$ cat src/rtl/div_unit.sv
`default_nettype none
// ============================================================================
//  Module   : div_unit
//  Purpose  : Iterative RV32M divider (DIV, DIVU, REM, REMU) for the execute
//             stage. Radix-2 restoring division, one quotient bit per cycle.
//             Divide-by-zero and signed overflow complete without iterating.
//             Requests a pipeline stall while the instruction is held.
//  Ports    : clk, rst          - clock, synchronous active-high reset
//             start_i           - divide present in execute (sampled in IDLE)
//             op_i              - 00 DIV, 01 DIVU, 10 REM, 11 REMU
//             dividend_i        - forwarded rs1 data
//             divisor_i         - forwarded rs2 data
//             rd_addr_i         - destination register
//             flush_i           - pipeline flush, aborts the operation
//             busy_o            - iteration in progress
//             valid_o           - one-cycle result strobe
//             result_o          - quotient or remainder
//             rd_addr_o         - destination register for result_o
//             stall_req_o       - combinational pipeline hold request
//  Revision : 1.0 - initial release
// ============================================================================
module div_unit #(
  parameter int DW = 32
) (
  input  logic          clk,
  input  logic          rst,
  input  logic          start_i,
  input  logic [1:0]    op_i,
  input  logic [DW-1:0] dividend_i,
  input  logic [DW-1:0] divisor_i,
  input  logic [4:0]    rd_addr_i,
  input  logic          flush_i,
  output logic          busy_o,
  output logic          valid_o,
  output logic [DW-1:0] result_o,
  output logic [4:0]    rd_addr_o,
  output logic          stall_req_o
);

  localparam int            CW        = (DW > 1) ? $clog2(DW) : 1;
  localparam logic [CW-1:0] C_LAST    = CW'(DW - 1);
  localparam logic [DW-1:0] C_INT_MIN = {1'b1, {(DW-1){1'b0}}};

  typedef enum logic [1:0] {
    S_IDLE = 2'd0,
    S_CALC = 2'd1,
    S_DONE = 2'd2
  } state_t;

  state_t        state_q, state_d;
  logic [CW-1:0] cnt_q;
  logic [DW:0]   rem_q;
  logic [DW-1:0] quo_q;
  logic [DW-1:0] dvsr_q;
  logic          neg_quo_q;
  logic          neg_rem_q;
  logic          is_rem_q;
  logic [4:0]    rd_q;
  logic [DW-1:0] result_q;
  logic [4:0]    rd_out_q;

  // ---------------- operand decode (IDLE) ----------------
  logic          w_signed, w_is_rem, w_div_zero, w_ovf, w_special, w_accept;
  logic          w_dvd_neg, w_dvs_neg;
  logic [DW-1:0] w_dvd_abs, w_dvs_abs, w_special_res;

  assign w_signed   = ~op_i[0];
  assign w_is_rem   = op_i[1];
  assign w_div_zero = (divisor_i == '0);
  assign w_ovf      = w_signed & (dividend_i == C_INT_MIN) & (divisor_i == '1);
  assign w_special  = w_div_zero | w_ovf;
  assign w_accept   = (state_q == S_IDLE) & start_i & ~flush_i;

  assign w_dvd_neg  = w_signed & dividend_i[DW-1];
  assign w_dvs_neg  = w_signed & divisor_i[DW-1];
  // |INT_MIN| wraps to INT_MIN, which is the correct magnitude when read unsigned.
  assign w_dvd_abs  = w_dvd_neg ? -dividend_i : dividend_i;
  assign w_dvs_abs  = w_dvs_neg ? -divisor_i  : divisor_i;

  always_comb begin
    w_special_res = '0;
    if (w_div_zero) begin
      w_special_res = w_is_rem ? dividend_i : '1;
    end else begin
      w_special_res = w_is_rem ? '0 : C_INT_MIN;
    end
  end

  // ---------------- restoring iteration ----------------
  // The partial remainder never reaches 2*divisor, so the top bit of the
  // DW+2 bit difference is a clean borrow flag.
  logic [DW+1:0] w_shift, w_diff;
  logic          w_borrow;
  logic [DW:0]   w_rem_nx;
  logic [DW-1:0] w_quo_nx, w_rem_lo, w_quo_fix, w_rem_fix;

  assign w_shift   = {rem_q, quo_q[DW-1]};
  assign w_diff    = w_shift - {2'b00, dvsr_q};
  assign w_borrow  = w_diff[DW+1];
  assign w_rem_nx  = w_borrow ? w_shift[DW:0] : w_diff[DW:0];
  assign w_quo_nx  = {quo_q[DW-2:0], ~w_borrow};
  assign w_rem_lo  = w_rem_nx[DW-1:0];
  assign w_quo_fix = neg_quo_q ? -w_quo_nx : w_quo_nx;
  assign w_rem_fix = neg_rem_q ? -w_rem_lo : w_rem_lo;

  // ---------------- FSM ----------------
  always_ff @(posedge clk) begin
    if (rst) begin
      state_q <= S_IDLE;
    end else begin
      state_q <= state_d;
    end
  end

  always_comb begin
    state_d = state_q;
    case (state_q)
      S_IDLE: if (start_i) state_d = w_special ? S_DONE : S_CALC;
      S_CALC: if (cnt_q == C_LAST) state_d = S_DONE;
      S_DONE: state_d = S_IDLE;
      default: state_d = S_IDLE;
    endcase
    // Flush wins over everything, including a same-cycle start.
    if (flush_i) state_d = S_IDLE;
  end

  // ---------------- datapath ----------------
  always_ff @(posedge clk) begin
    if (rst) begin
      cnt_q     <= '0;
      rem_q     <= '0;
      quo_q     <= '0;
      dvsr_q    <= '0;
      neg_quo_q <= 1'b0;
      neg_rem_q <= 1'b0;
      is_rem_q  <= 1'b0;
      rd_q      <= '0;
      result_q  <= '0;
      rd_out_q  <= '0;
    end else if (w_accept) begin
      if (w_special) begin
        result_q <= w_special_res;
        rd_out_q <= rd_addr_i;
      end else begin
        cnt_q     <= '0;
        rem_q     <= '0;
        quo_q     <= w_dvd_abs;
        dvsr_q    <= w_dvs_abs;
        neg_quo_q <= w_dvd_neg ^ w_dvs_neg;
        neg_rem_q <= w_dvd_neg;
        is_rem_q  <= w_is_rem;
        rd_q      <= rd_addr_i;
      end
    end else if ((state_q == S_CALC) && !flush_i) begin
      cnt_q <= cnt_q + CW'(1);
      rem_q <= w_rem_nx;
      quo_q <= w_quo_nx;
      // Last iteration: sign-fix and publish in the same edge.
      if (cnt_q == C_LAST) begin
        result_q <= is_rem_q ? w_rem_fix : w_quo_fix;
        rd_out_q <= rd_q;
      end
    end
  end

  assign busy_o      = (state_q == S_CALC);
  assign valid_o     = (state_q == S_DONE);
  assign result_o    = result_q;
  assign rd_addr_o   = rd_out_q;
  assign stall_req_o = w_accept | (state_q == S_CALC);

endmodule
`default_nettype wire

$ cat config.mk
export PLATFORM = sky130hd
export DESIGN_NAME = div_unit
export DESIGN_NICKNAME = d
export VERILOG_FILES = /design/src/rtl/div_unit.sv
export SDC_FILE = /design/constraint.sdc
export NUM_CORES = 1
export LEC_CHECK = 0
export ABC_AREA = 1
export CAP_MARGIN = 40
export CORE_MARGIN = 1
export CORE_UTILIZATION = 56
export CTS_BUF_LIST = sky130_fd_sc_hd__clkbuf_8 sky130_fd_sc_hd__clkbuf_16
export DETAILED_ROUTE_END_ITERATION = 6
export DONT_BUFFER_PORTS = 1
export PLACE_DENSITY = 0.75
export REMOVE_ABC_BUFFERS = 1
export SLEW_MARGIN = 10
export SYNTH_ARGS = -nofsm -noshare
export SYNTH_HDL_FRONTEND = slang
export SYNTH_SLANG_ARGS = --single-unit
$ cat constraint.sdc
create_clock -name clk -period 5.47 [get_ports clk]
set_input_delay 0.547 -clock clk [delete_from_list [all_inputs] [get_ports clk]]
set_output_delay 0.547 -clock clk [all_outputs]
set_load 0.005 [all_outputs]
Word level (Yosys, flattened, before mapping)
Cells that the tools add are included.
{"block": "word_totals", "reg_bits": 149, "out_inout_bits": 40}
{"block": "op_classes", "addsub": 6, "eq_ne": 9, "muxes": 30, "n_bitwise": 13, "n_reduce_logical": 11}
{"op": "two-way mux 32 bit", "n": 15}
{"op": "two-way mux 33 bit", "n": 4}
{"op": "negation 32 bit", "n": 4}
{"op": "equality test 32 bit (second input constant)", "n": 2}
{"op": "two-way mux 5 bit", "n": 7}
{"op": "subtractor 34 x 32 -> 34 bit", "n": 1}
{"op": "logical NOT 32 bit", "n": 1}
{"op": "bitwise AND 1 bit", "n": 6}
{"op": "two-way mux 2 bit", "n": 3}
{"op": "!= test 2 bit (second input constant)", "n": 3}
{"op": "AND reduction 2 bit", "n": 3}
{"op": "adder 5 x 1 -> 5 bit (second input constant)", "n": 1}
{"op": "equality test 5 bit (second input constant)", "n": 1}
{"op": "inverter 1 bit", "n": 4}
{"op": "case mux 2 bit (2 select lines)", "n": 1}
{"op": "nonzero test 2 bit", "n": 2}
{"op": "AND reduction 3 bit", "n": 1}
{"op": "equality test 2 x 1 -> 1 bit (second input constant)", "n": 1}
{"op": "equality test 2 bit (second input constant)", "n": 1}
{"op": "logical NOT 2 bit", "n": 1}
{"op": "!= test 2 x 1 -> 1 bit (second input constant)", "n": 1}
{"op": "OR 1 bit", "n": 2}
{"op": "OR reduction 2 bit", "n": 1}
{"op": "logical AND 1 bit", "n": 1}
{"op": "other kinds (2)", "n": 2}

Longest topological paths before layout
{"block": "depth", "ltp_word": 8, "mapped_depth": 31, "ltp_nobuf": 30}

Worst setup path after synthesis
No wires, ideal clock.
{"block": "synth_timing", "kind": "register -> register", "from": "reg dvsr_q[12]", "to": "reg result_q[30] (netlist: result_o[30])", "setup_time_ps": 133, "arrival_ps": 3726, "t_required_ps": 5337, "slack_ps": 1610, "stages_incl_launch_ff": 29, "path_buffers": 1, "cell_sequence": "dfxtp_1 -> inv_1 -> ha_1 -> nand2_1 -> inv_1 -> a21oi_2 -> nor2_1 -> nor2_1 -> nand2_2 -> nand2_4 -> nand3_2 -> nand2_4 -> buf_2 -> ha_1 -> inv_1 -> nor3_1 -> nand3_1 -> nor3_1 -> nand2_1 -> nor2_1 -> a31oi_1 -> nor3_1 -> a31oi_1 -> o21ai_0 -> a21oi_1 -> nor2_1 -> nand2_1 -> nand2_1 -> a21oi_2"}
{"block": "synth_via", "elab_chain_cells": 8, "elab_cells_between_ends": 11, "cone_classes": "add/sub: 3; mux: 7; bitwise: 1"}
{"element": "from (decl)", "line_no": "54", "text": "logic [DW-1:0] dvsr_q;"}
{"element": "from (signal assigned)", "line_no": "148", "text": "dvsr_q <= w_dvs_abs;"}
{"element": "subtractor 34 x 32 -> 34 bit *", "line_no": "98", "text": "assign w_diff = w_shift - {2'b00, dvsr_q};"}
{"element": "two-way mux 33 bit / inverter 1 bit (equally long branches)", "line_no": "100, 101"}
{"element": "negation 32 bit, on equally long branches", "line_no": "104, 103"}
{"element": "two-way mux 32 bit, on equally long branches", "line_no": "104, 103"}
{"element": "two-way mux 32 bit *", "line_no": "160", "text": "result_q <= is_rem_q ? w_rem_fix : w_quo_fix;"}
{"element": "two-way mux 32 bit *", "line_no": "159", "text": "if (cnt_q == C_LAST) begin"}
{"element": "two-way mux 32 bit *", "line_no": "154", "text": "end else if ((state_q == S_CALC) && !flush_i) begin"}
{"element": "two-way mux 32 bit *", "line_no": "140", "text": "end else if (w_accept) begin"}
{"element": "to (signal assigned)", "line_no": "142", "text": "result_q <= w_special_res;"}
{"element": "to (signal assigned)", "line_no": "160"}
{"element": "to (decl)", "line_no": "59", "text": "logic [DW-1:0] result_q;"}
Every way passes the cells marked *; elsewhere a longest branch is shown, timed or not. The select of a mux whose other input is x is not followed.
A chain may end at the register's enable or synchronous reset.

Worst setup path after layout
{"block": "layout_timing", "from": "reg rem_q[5]", "to": "reg result_q[30] (netlist: result_o[30])"}
{"block": "layout_via", "elab_chain_cells": 8, "elab_cells_between_ends": 11, "cone_classes": "add/sub: 3; mux: 7; bitwise: 1"}
{"element": "from (decl)", "line_no": "52", "text": "logic [DW:0] rem_q;"}
{"element": "from (signal assigned)", "line_no": "156", "text": "rem_q <= w_rem_nx;"}
{"element": "subtractor 34 x 32 -> 34 bit", "line_no": "98"}
{"element": "two-way mux 33 bit / inverter 1 bit (equally long branches)", "line_no": "100, 101"}
{"element": "negation 32 bit, on equally long branches", "line_no": "104, 103"}
{"element": "two-way mux 32 bit, on equally long branches", "line_no": "104, 103"}
{"element": "two-way mux 32 bit *", "line_no": "160"}
{"element": "two-way mux 32 bit *", "line_no": "159"}
{"element": "two-way mux 32 bit *", "line_no": "154"}
{"element": "two-way mux 32 bit *", "line_no": "140"}
Marks and branches as above.

==> impl_metrics.csv <==
group,metric,value,unit
outcome,status,"finished, final reports clean",
grt,gr-usage-all-layers,35.94,%
drt,wl_met2,18950,um
clocking,htree_levels,4,
clocking,cts.sinks,149,
drt,met3_length,3503,um
sta,maxSlewViolCount,0,
sta,finalCritPeriodShare,81.73,%
drt,vias,14328,
setup_path,arrival,4.81,ns
clocking,cts.path.max_buffers,2,
drt,vias_per_cell,5.848,
drt,met1Wirelength,19090,um
sta,slew_headroom,43.29,%
setup_path,startpoint,"rem_q[5]",
pwr,leakagePower,6.328,nW
setup_path,required,5.81,ns
floorplan,pin_count,115,
grt,grt_pass1_vias,12811,
floorplan,die_area,23670,um^2
logic_synthesis,synth-main-ff-cell,"dfxtp_1",
clocking,cts_hold_buf,0,
logic_synthesis,synth_area,12910,um^2
setup_path,reg2reg_slack,1.0,ns
setup_path,critPathTopFamily,"simple AND/OR/NAND/NOR gates",
clocking,post_cts_buffers,0,
sta,worst_pin_slew,0.8498,ns
drt,drc,0,
placement,port_buffers,0,
setup_path,max_stage_delay,0.35,ns
final_layout,drive_gt1_share,5.866,%
floorplan,placementRows,55,
drt,drt_iter0_drc,1502,
setup_path,worst_path_max_delay_cell,"dfxtp_1",
logic_synthesis,synthCells,2214,
sta,layout_setup_ws,0.9996,ns
drt,drtAntennaViolNets,0,
drt,dr.pass1.iters,6,
clocking,cts_tree,"yes",
final_layout,antenna_cells,0,
clocking,root_buffer,"clkbuf_16",
logic_synthesis,synth_warnings,0,
setup_path,cp-start-kind,"flop",
clocking,ctsResizeCount,0,
logic_synthesis,synth_cell_types,56,
grt,antenna_found_initial,0,
pwr,peakVddDrop,0.1778,mV
logic_synthesis,synth_edf_count,0,
setup_path,crit-reg2reg-capture,"result_o[30]",
final_layout,syn_to_final_growth,5.068,%
floorplan,core-area,22640,um^2
floorplan,start_util,57.03,%
setup_path,r2r_cells,26,
grt,grt_max_degree,77,
setup_path,crit_fanout,8,
grt,grt_pass1_wl,67390,um
setup_path,crit_top_cell,"nand2_1",
logic_synthesis,ys_ff_latch,149,
drt,wl_per_cell,17.33,um
setup_path,r2r-start,"rem_q[5]",
logic_synthesis,seq_area_frac_synth,23.10,%
min_path,min_path_type,"primary input to flop",
sta,setup_viol,0,
sta,max_freq,223.7,MHz
setup_path,end_kind,"flop",
clocking,clk_pin_slew,0.07,ns
logic_synthesis,async_flop_share,0,%
setup_path,critPathKind,"flop to flop",
clocking,cts_buffers,17,
floorplan,die_y,153.9,um
sta,rsz0062_at_grt,"false",
placement,place_ws,1.160,ns
final_layout,post-route-util,59.92,%
pwr,power_density,250.5,nW/um^2
placement,hpwl,31770,um
floorplan,die_w,153.9,um
grt,grt_overflow,0,
logic_synthesis,synthTopCellsByArea,"dfxtp_1, nand2_1, a21oi_1",
drt,top_layer_used,"met4",
drt,wl,42450,um
setup_path,cp-endpoint,"result_o[30]",
sta,hold_viol_final,0,
final_layout,nets,2267,
logic_synthesis,synth_top_area_share,23.10,%
sta,fin_skew,0.01819,ns
sta,period_needed,4.470,ns
sta,fin_hold_ws,0.1788,ns
setup_path,worstSetupPathDepth,26,
flow_run,cap_violations,0,
setup_path,critPathBufInv,1,
logic_synthesis,yosysTopAreaCell,"dfxtp_1",
logic_synthesis,synth.avg_cell_area,5.832,um^2
clocking,clock_latency,0.45,ns
placement,place_congestion,1.028,
placed cells by master (no fill, tap or decap), drive strengths merged, types with 3 or more instances in the layout:
master	netlist	final
o21ai	205	205
a21oi	237	237
nor3	46	46
a31oi	19	19
nand4	33	33
xor2	36	36
nand2	612	612
nand3	140	140
clkbuf	66	18
dfxtp	149	149
nand3b	12	12
clkinv	2	3
inv	253	260
or2	7	7
xnor2	20	20
buf	32	17
o21bai	3	3
nor2	242	242
ha	39	39
o211ai	10	10
o31ai	4	4
o22ai	13	13
nor4	9	9
a211oi	9	9
clkinvlp	0	4
metal layers:
layer | track usage, % | up-vias
met2 | 57.45 | 592
met5 | 0 | -
met3 | 6.229 | 75
met4 | 9.238 | 0
met1 | 49.83 | 6508
li1 | - | 7153
final cells by class:
class	count	area, um^2
clock inverter	14	165.2
tap	285	356.6
timing repair buffer	17	135.1
sequential	149	2983
inverter	255	957.2
clock buffer	18	439.2
fill	2347	9074
multi-input combinational	1712	8531
synth_stat cells, types with 7 or more instances:
library cell / instances
o21ai_0: 186
nand2_1: 587
nand4_1: 33
a21oi_1: 229
nand3b_1: 12
nor4_1: 8
xor2_1: 36
o211ai_1: 10
inv_1: 248
nor3_1: 44
o22ai_1: 13
ha_1: 39
xnor2_1: 20
nand2_2: 18
o21ai_1: 13
nor2_1: 229
a211oi_1: 9
nand2_4: 7
buf_2: 20
dfxtp_1: 149
a31oi_1: 19
clkbuf_1: 66
nand3_1: 134
nor2_2: 11
a21oi_2: 7
logic make-up (layout without fill, tap and decap cells):
| family | after synthesis | count (layout) | synth area share (%) |
|---|---|---|---|
| adder cells (fa/ha/maj) | 40 | 40 | 3.934 |
| flip-flops | 149 | 149 | 23.10 |
| AND/OR/NAND/NOR | 1104 | 1104 | 36.71 |
| AO/OA/AOI/OAI | 512 | 512 | 21.47 |
| XOR/XNOR | 56 | 56 | 3.798 |
| buffers and inverters | 353 | 304 | 10.99 |
worst min-delay path by stage:
stage,start,to,slack (ns),cells past startpoint
final,rst,result_o[4],0.18,1
after global placement,cnt_q[4],cnt_q[4],0.45,2
after floorplan,dvsr_q[10],dvsr_q[10],0.43,2
after detailed placement,dvsr_q[10],dvsr_q[10],0.46,2
after global routing,rst,result_o[4],0.15,1
after CTS,rst,result_o[4],0.17,1
metrics by stage:
step / total power, mW / setup TNS [ns] / cells / instance area [um^2]
after floorplan: 1.882 / -36.00 / 2116 / 12450
after global placement: 2.124 / 0 / 2417 / 12950
after detailed placement: 2.137 / 0 / 2418 / 12960
after CTS: 3.380 / 0 / 2450 / 13570
after global routing: 3.567 / 0 / 2450 / 13570
final: 3.399 / 0 / 2450 / 13570
report_power, final:
group	leakage [nW]	internal, mW	total (mW)	switching, mW
logic	4.83	0.290	0.949	0.660
registers	1.22	1.14	1.19	0.0501
clock network	0.284	0.699	1.26	0.557
total	6.33	2.13	3.40	1.27
registers in the layout, indices dropped and copies added, names as in the netlist:
name / count
rem_q: 33
dvsr_q: 32
neg_quo_q: 1
state_q: 2
result_o: 32
rd_addr_o: 5
is_rem_q: 1
rd_q: 5
quo_q: 32
cnt_q: 5
neg_rem_q: 1
Power figures use the tool's default switching activity.
